**config.mk**
```make
export PLATFORM = sky130hd
export DESIGN_NAME = ram_arbiter_flat
export DESIGN_NICKNAME = d
export VERILOG_FILES = /design/src/rtl/ram_arbiter_pkg.sv /design/src/rtl/ram_arbiter_if.sv /design/src/rtl/ram_arbiter.sv /design/src/flat_wrapper.sv
export SDC_FILE = /design/constraint.sdc
export NUM_CORES = 1
export LEC_CHECK = 0
export BUFFER_PORTS_ARGS = -buffer_cell sky130_fd_sc_hd__buf_2
export CAP_MARGIN = 0
export CORE_MARGIN = 1
export CORE_UTILIZATION = 38
export CTS_BUF_LIST = sky130_fd_sc_hd__clkbuf_2 sky130_fd_sc_hd__clkbuf_4 sky130_fd_sc_hd__clkbuf_8
export DETAILED_ROUTE_END_ITERATION = 8
export PLACE_DENSITY = 0.87
export SLEW_MARGIN = 20
export SYNTH_ARGS = -nofsm -noshare
export SYNTH_HDL_FRONTEND = slang
export SYNTH_SLANG_ARGS = --single-unit
```
**constraint.sdc**
```tcl
create_clock -name clk -period 4.3 [get_ports clk]
set_clock_uncertainty 0.15 [all_clocks]
set_input_delay 0.215 -clock clk [delete_from_list [all_inputs] [get_ports clk]]
set_output_delay 0.215 -clock clk [all_outputs]
set_load 0.02 [all_outputs]
```
**src/rtl/ram_arbiter_pkg.sv**
```systemverilog
// Shared definitions for the two-port block RAM arbiter: owner encoding and
// default RAM geometry.
package ram_arbiter_pkg;

   localparam int RAM_ADDR_W = 8;
   localparam int RAM_DATA_W = 16;

   typedef enum logic [1:0] {
      OWN_NONE = 2'd0,
      OWN_P0   = 2'd1,
      OWN_P1   = 2'd2
   } owner_e;

   // The port that is not p; only meaningful for OWN_P0/OWN_P1.
   function automatic owner_e other_port(input owner_e p);
      return (p == OWN_P0) ? OWN_P1 : OWN_P0;
   endfunction

endpackage

```
**src/rtl/ram_arbiter_if.sv**
```systemverilog
// Bundle of the two requester ports and the blram-facing bus of the arbiter.
// master = the system around the arbiter (CPU, host, blram); slave = the arbiter.
interface ram_arbiter_if
   import ram_arbiter_pkg::*;
#(
   parameter int ADDR_W = RAM_ADDR_W,
   parameter int DATA_W = RAM_DATA_W
);

   logic              req0;
   logic              we0;
   logic [ADDR_W-1:0] addr0;
   logic [DATA_W-1:0] wdata0;
   logic              gnt0;
   logic              rvalid0;
   logic [DATA_W-1:0] rdata0;

   logic              req1;
   logic              we1;
   logic [ADDR_W-1:0] addr1;
   logic [DATA_W-1:0] wdata1;
   logic              gnt1;
   logic              rvalid1;
   logic [DATA_W-1:0] rdata1;

   logic              ram_we;
   logic [ADDR_W-1:0] ram_addr;
   logic [DATA_W-1:0] ram_din;
   logic [DATA_W-1:0] ram_dout;

   modport master (
      output req0, we0, addr0, wdata0,
      output req1, we1, addr1, wdata1,
      output ram_dout,
      input  gnt0, rvalid0, rdata0,
      input  gnt1, rvalid1, rdata1,
      input  ram_we, ram_addr, ram_din
   );

   modport slave (
      input  req0, we0, addr0, wdata0,
      input  req1, we1, addr1, wdata1,
      input  ram_dout,
      output gnt0, rvalid0, rdata0,
      output gnt1, rvalid1, rdata1,
      output ram_we, ram_addr, ram_din
   );

endinterface

```
**src/rtl/ram_arbiter.sv**
```systemverilog
// Round-robin arbiter sharing one single-port block RAM between the CPU (port 0)
// and the host loader (port 1), with a bounded hold so neither port starves.
module ram_arbiter
   import ram_arbiter_pkg::*;
#(
   parameter int ADDR_W   = RAM_ADDR_W,
   parameter int DATA_W   = RAM_DATA_W,
   parameter int MAX_HOLD = 4
) (
   input logic          clk,
   input logic          rst,
   ram_arbiter_if.slave bus
);

   localparam int HOLD_W = (MAX_HOLD > 1) ? $clog2(MAX_HOLD) : 1;
   localparam logic [HOLD_W-1:0] HOLD_LIM = HOLD_W'(MAX_HOLD - 1);

   owner_e            owner_reg;
   owner_e            last_reg;
   logic [HOLD_W-1:0] hold_cnt_reg;
   logic [1:0]        rv_reg;

   owner_e            sel;
   logic [1:0]        gnt;
   logic              ram_we_next;
   logic [ADDR_W-1:0] ram_addr_next;
   logic [DATA_W-1:0] ram_din_next;

   // hold_cnt saturates at HOLD_LIM, so "below the limit" is simply "not at it".
   always_comb begin
      sel = OWN_NONE;
      if (rst) begin
         case (owner_reg)
            OWN_P0: begin
               if (bus.req0 && (!bus.req1 || hold_cnt_reg != HOLD_LIM)) sel = OWN_P0;
               else if (bus.req1)                                       sel = OWN_P1;
            end
            OWN_P1: begin
               if (bus.req1 && (!bus.req0 || hold_cnt_reg != HOLD_LIM)) sel = OWN_P1;
               else if (bus.req0)                                       sel = OWN_P0;
            end
            default: begin
               if (bus.req0 && bus.req1) sel = other_port(last_reg);
               else if (bus.req0)        sel = OWN_P0;
               else if (bus.req1)        sel = OWN_P1;
            end
         endcase
      end
   end

   always_comb begin
      gnt           = 2'b00;
      ram_we_next   = 1'b0;
      ram_addr_next = '0;
      ram_din_next  = '0;
      case (sel)
         OWN_P0: begin
            gnt           = 2'b01;
            ram_we_next   = bus.we0;
            ram_addr_next = bus.addr0;
            ram_din_next  = bus.wdata0;
         end
         OWN_P1: begin
            gnt           = 2'b10;
            ram_we_next   = bus.we1;
            ram_addr_next = bus.addr1;
            ram_din_next  = bus.wdata1;
         end
         default: ;
      endcase
   end

   always_ff @(posedge clk or negedge rst) begin
      if (!rst) begin
         owner_reg    <= OWN_NONE;
         last_reg     <= OWN_P1;
         hold_cnt_reg <= '0;
         rv_reg       <= 2'b00;
      end else begin
         owner_reg <= sel;
         if (sel != OWN_NONE) last_reg <= sel;
         if (sel == OWN_NONE || sel != owner_reg) hold_cnt_reg <= '0;
         else if (hold_cnt_reg != HOLD_LIM)       hold_cnt_reg <= hold_cnt_reg + 1'b1;
         // Read data comes back from blram one cycle later; tag it to the granted port.
         rv_reg[0] <= gnt[0] & ~bus.we0;
         rv_reg[1] <= gnt[1] & ~bus.we1;
      end
   end

   assign bus.gnt0     = gnt[0];
   assign bus.gnt1     = gnt[1];
   assign bus.ram_we   = ram_we_next;
   assign bus.ram_addr = ram_addr_next;
   assign bus.ram_din  = ram_din_next;
   assign bus.rvalid0  = rv_reg[0];
   assign bus.rvalid1  = rv_reg[1];
   assign bus.rdata0   = bus.ram_dout;
   assign bus.rdata1   = bus.ram_dout;

endmodule

```
**src/flat_wrapper.sv**
```systemverilog
// flat-port wrapper written by rule: the top's interface ports become plain ports
module ram_arbiter_flat import ram_arbiter_pkg::*;
#(
   parameter int ADDR_W   = RAM_ADDR_W,
   parameter int DATA_W   = RAM_DATA_W,
   parameter int MAX_HOLD = 4
)
  (clk, rst, bus_req0, bus_we0, bus_addr0, bus_wdata0, bus_req1, bus_we1, bus_addr1, bus_wdata1, bus_ram_dout, bus_gnt0, bus_rvalid0, bus_rdata0, bus_gnt1, bus_rvalid1, bus_rdata1, bus_ram_we, bus_ram_addr, bus_ram_din);
  ram_arbiter_if #(.ADDR_W(ADDR_W), .DATA_W(DATA_W)) bus_i ();
  input logic clk;
  input logic rst;
  input wire logic [$bits(bus_i.req0)-1:0] bus_req0;
  input wire logic [$bits(bus_i.we0)-1:0] bus_we0;
  input wire logic [$bits(bus_i.addr0)-1:0] bus_addr0;
  input wire logic [$bits(bus_i.wdata0)-1:0] bus_wdata0;
  input wire logic [$bits(bus_i.req1)-1:0] bus_req1;
  input wire logic [$bits(bus_i.we1)-1:0] bus_we1;
  input wire logic [$bits(bus_i.addr1)-1:0] bus_addr1;
  input wire logic [$bits(bus_i.wdata1)-1:0] bus_wdata1;
  input wire logic [$bits(bus_i.ram_dout)-1:0] bus_ram_dout;
  output wire logic [$bits(bus_i.gnt0)-1:0] bus_gnt0;
  output wire logic [$bits(bus_i.rvalid0)-1:0] bus_rvalid0;
  output wire logic [$bits(bus_i.rdata0)-1:0] bus_rdata0;
  output wire logic [$bits(bus_i.gnt1)-1:0] bus_gnt1;
  output wire logic [$bits(bus_i.rvalid1)-1:0] bus_rvalid1;
  output wire logic [$bits(bus_i.rdata1)-1:0] bus_rdata1;
  output wire logic [$bits(bus_i.ram_we)-1:0] bus_ram_we;
  output wire logic [$bits(bus_i.ram_addr)-1:0] bus_ram_addr;
  output wire logic [$bits(bus_i.ram_din)-1:0] bus_ram_din;
  assign bus_i.req0 = bus_req0;
  assign bus_i.we0 = bus_we0;
  assign bus_i.addr0 = bus_addr0;
  assign bus_i.wdata0 = bus_wdata0;
  assign bus_i.req1 = bus_req1;
  assign bus_i.we1 = bus_we1;
  assign bus_i.addr1 = bus_addr1;
  assign bus_i.wdata1 = bus_wdata1;
  assign bus_i.ram_dout = bus_ram_dout;
  assign bus_gnt0 = bus_i.gnt0;
  assign bus_rvalid0 = bus_i.rvalid0;
  assign bus_rdata0 = bus_i.rdata0;
  assign bus_gnt1 = bus_i.gnt1;
  assign bus_rvalid1 = bus_i.rvalid1;
  assign bus_rdata1 = bus_i.rdata1;
  assign bus_ram_we = bus_i.ram_we;
  assign bus_ram_addr = bus_i.ram_addr;
  assign bus_ram_din = bus_i.ram_din;
  ram_arbiter #(.ADDR_W(ADDR_W), .DATA_W(DATA_W), .MAX_HOLD(MAX_HOLD)) u_core (.clk(clk), .rst(rst), .bus(bus_i));
endmodule
```
==> metrics.md, run 1 <==
| Metric | Value |
|---|---|
| Outcome | finished with violations |
| Failing checks | DRC |
| Synth Area in Compound Gates | 24.3% |
| Worst path cell trace | ha_1 > nand2b_1 > a21oi_1 > nor3_1 > o21bai_1 > ha_1 > a22oi_1 > nor2b_1 > buf_2 |
| Pin count of the biggest net entering global routing | 26 |
| Required time worst endpoint | 3930 ps |
| Min cycle time layout | 3510 ps |
| I/O pin count | approximately 130 |
| Hold Vio Cnt, Final | 0 |
| Die Span Y | 57.7 um |
| Main combinational cell family by area after synthesis | buffers and inverters |
| Count of buffers from port buffering | 82 |
| Mean post-synth cell area | about 8.2 sq um |
| Core area | between 0.002 and 0.003 sq mm |
| Source of the worst register-to-register timing path | u_core.owner_reg[1] |
| Wire length of the first global-routing pass | between 4000 and 5000 um |
| DIE AREA | between 0.003 and 0.004 sq mm |
| Power density over cell area | 276 mW/mm^2 |
| Starting density of the core | 41.3% |
| RSZ-0062 raised after global routing | no |
| Register area share after synthesis | 17.1% |
| Total number of H-tree levels | 1 |
| Final number of max-transition violations | 0 |
| Combined area of all synthesized cells | 0.00118 sq mm |
| Fin crit share | 81.5% |
| Maximum clock rate | 285 MHz |
| Most used DFF post-synth | dfrtp_1 |
| Cell depth of the worst setup path | 9 |
| Final setup vio count | 0 |
| Class of the worst hold path | in -> async |
| Share of cells above drive strength 1 | about 48% |
| Worst Setup End Kind | output port |
| RD Place Congestion | 0.821 |
| Worst setup SP type | register |
| Worst path most repeated cell | ha_1 |
| Met2 usage in global routing | 32.2% |
| Register bit count reported by yosys | 8 |
| Cell at the root of the clock tree | clkbuf_4 |
| Average routed wire per standard cell | 13.7 um |
| Filler cell count in the final layout | about 280 |
| Crit path buffers/inverters | 1 |
| Length in cells of the worst reg-to-reg path | 5 |
| Number of synthesis warnings | 0 |
| Xor and xnor area share after synthesis | ~1.5% |
| Syn_nets | around 220 |
| GR Layer Usage met1 | 19.2% |
| X dimension of the die | approximately 58 um |
| CTS tree | done |
| Diode count | 0 |
| Leakage power total | 0.000741 uW |
| Final Net Count | 272 |
| Grt met3 use | under 10% |
| Post-CTS setup repair buffer count | 0 |
| Worst Hold Margin | ~180 ps |
| Via count of the first global-routing pass | 1130 |
| CP Class | reg -> out |
| Peak fanout along the critical path | 25 |
| Total DRC errors in the routed layout | 5 |
| Clock-pin slew reported for the worst setup and hold paths after clock tree synthesis | 60 ps |
| Worst EP arrival | 3140 ps |
| Largest stage delay on the critical path | 810 ps |
| Insertion delay of the later-clocked pin in the worst-skew pair | 260 ps |
| Overall via count from detail_route | 1191 |
| Family of cells with the greatest summed delay on the critical path | adder cells |
| Sum of routed wire length over all layers | roughly 3100 um |
| HPWL after detailed placement | 2360 um |
| Count of standard-cell rows | 19 |
| Number of unique standard cell types used by synthesis | 30 |
| Count of maximum capacitance violations | 0 |
| Register-to-Register Setup Slack | between 1500 and 2000 ps |
| Syn Inst Count | 144 |
| Sink Count | 8 |
| Residual antenna-violating net count after detailed routing | 0 |
| Drt first pass iters | 6 |
| Iteration-0 DRC count of the detailed router | 51 |
| Antenna violations before repair | 0 |
| Total global routing overflow | 0 |
| Simple-gate portion of the synthesized area | a little over a fifth |
| Post-synthesis mux area share | 1.80% |
| Slew headroom | 41.5% |
| Vias/cell | 5.32 |
| Post-synth EDFFs | 0 |
| Async SR Flop Fraction | 100% |
| Layer with the highest usage | met2 |
| Layout overhead on the synthesized area | 20.3% |
| Adder-cell share of the synthesized area | under 10% |
| Measured slew at the worst slew-check pin | 877 ps |
| CTS Buf Count | 3 |
| Reg-to-Reg End | u_core.last_reg[0] |
| Slowest cell on the critical path | ha_1 |
| Number of buffers on the longest clock path | 2 |
| GRT Resource Usage Total | 17.5% |
| Aggregate negative setup slack | 0 ps |
| Maximum vdd drop | 0.0828 mV |
[how the worst max path moves through the flow]
stage,from,slack [ps],end
after detailed placement,u_core.hold_cnt_reg[0],1120,bus_ram_addr[3]
after CTS,u_core.hold_cnt_reg[0],790,bus_ram_din[13]
final,u_core.hold_cnt_reg[0],790,bus_ram_din[5]
after global placement,u_core.hold_cnt_reg[0],1240,bus_ram_din[8]
after global routing,u_core.hold_cnt_reg[0],590,bus_ram_addr[7]
after floorplan,u_core.hold_cnt_reg[0],1470,bus_ram_addr[0]
[cell families (layout without fill, tap and decap cells)]
group                    count (synthesis)  count (layout)
adder cells (fa/ha/maj)                  8               8
multiplexers                             2               2
AO/OA/AOI/OAI                           36              36
buffers and inverters                   46              95
XOR/XNOR                                 2               2
AND/OR/NAND/NOR                         42              42
flip-flops                               8               8
[Yosys cell counts, types with 2 or more instances]
cell | instances | share of area [%]
clkbuf_1 | 8 | 2.5
ha_1 | 8 | 8.5
nor4_1 | 2 | 1.1
a22oi_1 | 25 | 16
dfrtp_1 | 7 | 15
buf_4 | 32 | 20
nand2_1 | 4 | 1.3
inv_1 | 5 | 1.6
nand2b_1 | 2 | 1.1
nor2b_1 | 28 | 15
a21oi_1 | 4 | 1.7
[timing repair]
item                                    CTS  global route
hold buffers                              3             0
hold endpoints to repair                 10             0
gates resized for setup                   0             0
endpoints found under the setup margin    0             0
[cells in the final DEF, fill, tap and decap left out, drive strengths merged, types with 2 or more instances in the layout]
| cell | n |
|---|---|
| a21oi | 4 |
| dfrtp | 7 |
| nor3 | 2 |
| nor4 | 2 |
| buf | 82 |
| a22oi | 25 |
| nand2 | 5 |
| inv | 6 |
| ha | 8 |
| dlygate4sd3 | 3 |
| nor2b | 28 |
| nand2b | 2 |
| clkbuf | 4 |
[metal layers]
layer,wire [um],vias up
li1,-,574
met1,1190,538
met2,1590,73
met3,237,6
met4,52,0
met5,0,-
[power by group]
part | leakage, uW | switching, uW | internal [uW]
Sequential | 0.000105 | 7.69 | 89.3
Clock | 0.0000184 | 28.7 | 42.0
Combinational | 0.000618 | 126 | 97.6
Total | 0.000741 | 163 | 229
[area by class of cell]
class                   instances  area [sq um]  area share, %
repair buffers                 85           440           31.1
inverters                       6          22.5           1.59
multi-input cells              90           684           48.3
clock buffers                   4          30.0           2.12
well taps                      31          38.8           2.74
flip-flops and latches          8           201           14.2
[through the flow]
stage               instance area (sq um)  instances  total power [uW]  util, %  setup WS [ps]
floorplan                            1180        144               295        -           1470
CTS                                  1420        224               393     49.7            792
global route                         1420        224               418     49.7            592
finish                               1420        224               392     49.7            795
detailed placement                   1360        217               319     47.6           1120
global placement                     1360        217               313     47.6           1240
No activity file was read; power rests on OpenSTA's default activity.
==> inputs of run 2 (changes only) <==
--- a/config.mk
+++ b/config.mk
@@ -5,13 +5,14 @@
 export SDC_FILE = /design/constraint.sdc
 export NUM_CORES = 1
 export LEC_CHECK = 0
+export ABC_AREA = 1
 export BUFFER_PORTS_ARGS = -buffer_cell sky130_fd_sc_hd__buf_2
 export CAP_MARGIN = 0
 export CORE_MARGIN = 1
-export CORE_UTILIZATION = 38
+export CORE_UTILIZATION = 31
 export CTS_BUF_LIST = sky130_fd_sc_hd__clkbuf_2 sky130_fd_sc_hd__clkbuf_4 sky130_fd_sc_hd__clkbuf_8
 export DETAILED_ROUTE_END_ITERATION = 8
-export PLACE_DENSITY = 0.87
+export PLACE_DENSITY = 0.77
 export SLEW_MARGIN = 20
 export SYNTH_ARGS = -nofsm -noshare
 export SYNTH_HDL_FRONTEND = slang
==> constraint.sdc (replaced) <==
create_clock -name clk -period 3.2 [get_ports clk]
set_clock_uncertainty 0.15 [all_clocks]
set_input_delay 0.16 -clock clk [delete_from_list [all_inputs] [get_ports clk]]
set_output_delay 0.16 -clock clk [all_outputs]
set_load 0.02 [all_outputs]
==> metrics.md, run 2 <==
| Metric | Value |
|---|---|
| Outcome | complete, no violations |
| Residual antenna-violating net count after detailed routing | 0 (unchanged) |
| Layout overhead on the synthesized area | 23.8% |
| Number of buffers on the longest clock path | 2 (unchanged) |
| Diode count | 0 (unchanged) |
| Power density over cell area | 625 mW/mm^2 (+130%) |
| Worst Hold Margin | 159 ps (-26.1 ps) |
| Core area | 0.00342 sq mm (+20%) |
| Starting density of the core | 33.3% (-8.1 points) |
| Worst setup SP type | register |
| Cell at the root of the clock tree | clkbuf_4 |
| Total global routing overflow | 0 (unchanged) |
| Most used DFF post-synth | dfrtp_1 |
| Yosys top cell by area | nand2_1 |
| Via count of the first global-routing pass | 1156 (+2.3%) |
| CTS Buf Count | 3 (unchanged) |
| Leakage power total | 0.000803 uW (+8.3%) |
| Share of cells above drive strength 1 | 39.5% (-8.2 points) |
| Insertion delay of the later-clocked pin in the worst-skew pair | 260 ps (about the same) |
| Dominant cells by area after synthesis | nand2_1, buf_4, dfrtp_1, a21oi_1, ha_1 |
| RSZ-0062 raised after global routing | no |
| Hold Vio Cnt, Final | 0 (unchanged) |
| Leading cell types by count after synthesis | nand2_1, buf_4, a21oi_1 |
| Largest stage delay on the critical path | 540 ps (-270 ps) |
| Clock-pin slew reported for the worst setup and hold paths after clock tree synthesis | 60 ps (about the same) |
| Count of maximum capacitance violations | 0 (unchanged) |
| Average routed wire per standard cell | 10.4 um (-24%) |
| Required time worst endpoint | 2890 ps (-1040 ps) |
| GRT Resource Usage Total | 15.7% (-1.9 points) |
| Register area share after synthesis | 17.7% (+0.64 points) |
| Worst path cell trace | inv_1 > ha_1 > inv_1 > nor2_1 > nand2_2 > nand2_2 > nand2_4 > ha_1 > inv_1 > a21oi_1 > buf_2 |
| Aggregate negative setup slack | 0 ps (unchanged) |
| Most common cell after layout, fill and taps aside | buf_2 |
| Pin count of the biggest net entering global routing | 26 (unchanged) |
| Syn Inst Count | 187 (+30%) |
| Count of standard-cell rows | 21 (+2) |
| CP Class | reg -> out |
| Worst path most repeated cell | inv_1 |
| DIE AREA | 0.00391 sq mm (+18%) |
| Slowest cell on the critical path | inv_1 |
| Area taken by flip-flops and latches | 201 sq um (unchanged) |
| Number of unique standard cell types used by synthesis | 19 (-37%) |
| Maximum vdd drop | 0.329 mV (+300%) |
| Overall via count from detail_route | 1247 (+4.7%) |
| Syn_nets | 265 (+19%) |
| Worst EP arrival | 2540 ps (-600 ps) |
| Die Span Y | 62.5 um (+8.4%) |
| Filler cell count in the final layout | 394 (+39%) |
| Mean post-synth cell area | 6.08 sq um (-26%) |
| Min cycle time layout | 2850 ps |
| Crit path buffers/inverters | 4 (+3) |
| Family of cells with the greatest summed delay on the critical path | buffers and inverters |
| CTS tree | done |
| Library cell with the highest instance count after synthesis | nand2_1 |
| Antenna violations before repair | 0 (unchanged) |
| Worst Setup End Kind | output port |
| Iteration-0 DRC count of the detailed router | 47 (-7.8%) |
| Final setup vio count | 0 (unchanged) |
| Slew headroom | 50.6% (+9.1 points) |
| Post-synth EDFFs | 0 (unchanged) |
| Fin crit share | roughly nine tenths |
| Sink Count | 8 (unchanged) |
| Maximum clock rate | roughly 350 MHz |
| Register bit count reported by yosys | 8 (unchanged) |
| Count of buffers from port buffering | 82 (unchanged) |
| Post-synth top area share | 23.1% (+2.7 points) |
| Async SR Flop Fraction | 100% (unchanged) |
| Total number of H-tree levels | 1 (unchanged) |
| Final number of max-transition violations | 0 (unchanged) |
| Peak fanout along the critical path | 25 (unchanged) |
| HPWL after detailed placement | 2320 um (-1.7%) |
| Number of synthesis warnings | 0 (unchanged) |
| RD Place Congestion | 0.831 (+1.3%) |
| Drt first pass iters | 4 (-2) |
| Sum of routed wire length over all layers | 2950 um (-3.7%) |
| Total DRC errors in the routed layout | 0 (-5) |
| Most frequent cells in the layout | buf_2, nand2_1, a21oi_1 |
| Combined area of all synthesized cells | 0.00114 sq mm (-3.6%) |
| Footprint of the multi-input gates | 609 sq um (-11%) |
| Measured slew at the worst slew-check pin | 740 ps (-137 ps) |
| Post-CTS setup repair buffer count | 0 (unchanged) |
| Final Net Count | 317 (+17%) |
| Class of the worst hold path | in -> async |
| Wire length of the first global-routing pass | 4910 um (+7.4%) |
| I/O pin count | 131 (unchanged) |
| Vias/cell | 4.39 (-17%) |
| X dimension of the die | 62.5 um (+8.4%) |
==> run 2: cell types whose count changed after synthesis, sizes merged, moves of 2 or more <==
cell	previous run	this run
a21oi	4	26
a22oi	25	0
buf	32	35
clkbuf	8	5
inv	6	13
nand2	5	73
nand2b	2	0
nand3	0	5
nor2	0	9
nor2b	28	0
nor3	2	0
nor4	2	0
==> run 2: stage by stage <==
step	total power [uW]	cells	area (sq um)	setup WS [ps]	utilization [%]
floorplan	663	187	1140	769	-
global placement	782	277	1350	647	39.4
detailed placement	791	277	1350	579	39.4
CTS	891	284	1410	297	41.2
global route	981	284	1410	83.6	41.2
finish	879	284	1410	353	41.2
==> run 2: logic make-up after synthesis <==
group / synth area share, %
mux: 0.881
xor+xnor: 0.771
fa+ha+maj: 8.81
flops: 17.7
compound gates: 12.3
buf+inv: 28.6
simple gates: 30.8
==> run 2: power by group <==
part | internal (uW) | switching, uW
registers | 135 | 17.5
logic | 199 | 434
clock network | 56.4 | 38.2
==> run 2: final timing paths <==
path	start	to	slack, ps	cells past startpoint
setup / recovery	u_core.owner_reg[0]	bus_ram_we	350	11
max in group asynchronous	rst	u_core.last_reg[1]	2470	2
min in group clk	bus_ram_dout[12]	bus_rdata1[12]	170	0
hold reg to reg	u_core.last_reg[1]	u_core.last_reg[1]	350	2
setup reg to reg	u_core.owner_reg[0]	u_core.hold_cnt_reg[1]	1220	13
hold / removal	rst	u_core.hold_cnt_reg[0]	160	2
==> run 2: layer usage <==
metal | share of wire, % | global-route usage (%) | wire length, um | up-vias
met5 | 0 | 0 | 0 | -
met4 | 2.0 | 7.56 | 58 | 0
met3 | 7.5 | 3.10 | 221 | 11
met2 | 50 | 29.2 | 1470 | 64
met1 | 41 | 16.6 | 1200 | 527
li1 | - | - | - | 645
==> run 2: final cells by class <==
| class | instances | share of cell area, % |
|---|---|---|
| Multi-Input combinational cell | 125 | 43.3 |
| Timing Repair Buffer | 87 | 32.4 |
| Sequential cell | 8 | 14.3 |
| Tap cell | 46 | 4.09 |
| Inverter | 14 | 3.74 |
| Clock buffer | 4 | 2.14 |
==> run 2: worst register-to-register path, delay by kind of cell (launching register included) <==
kind	cells	cell delay, ps
AND/OR/NAND/NOR	8	650
adder cells (fa/ha/maj)	2	550
flip-flops	1	370
buffers and inverters	3	200
==> run 2: timing repair <==
item | in CTS | in global routing
hold endpoints to repair | 10 | 0
resized for setup | 0 | 0
hold buffers | 3 | 0
setup endpoints to repair | 0 | 0
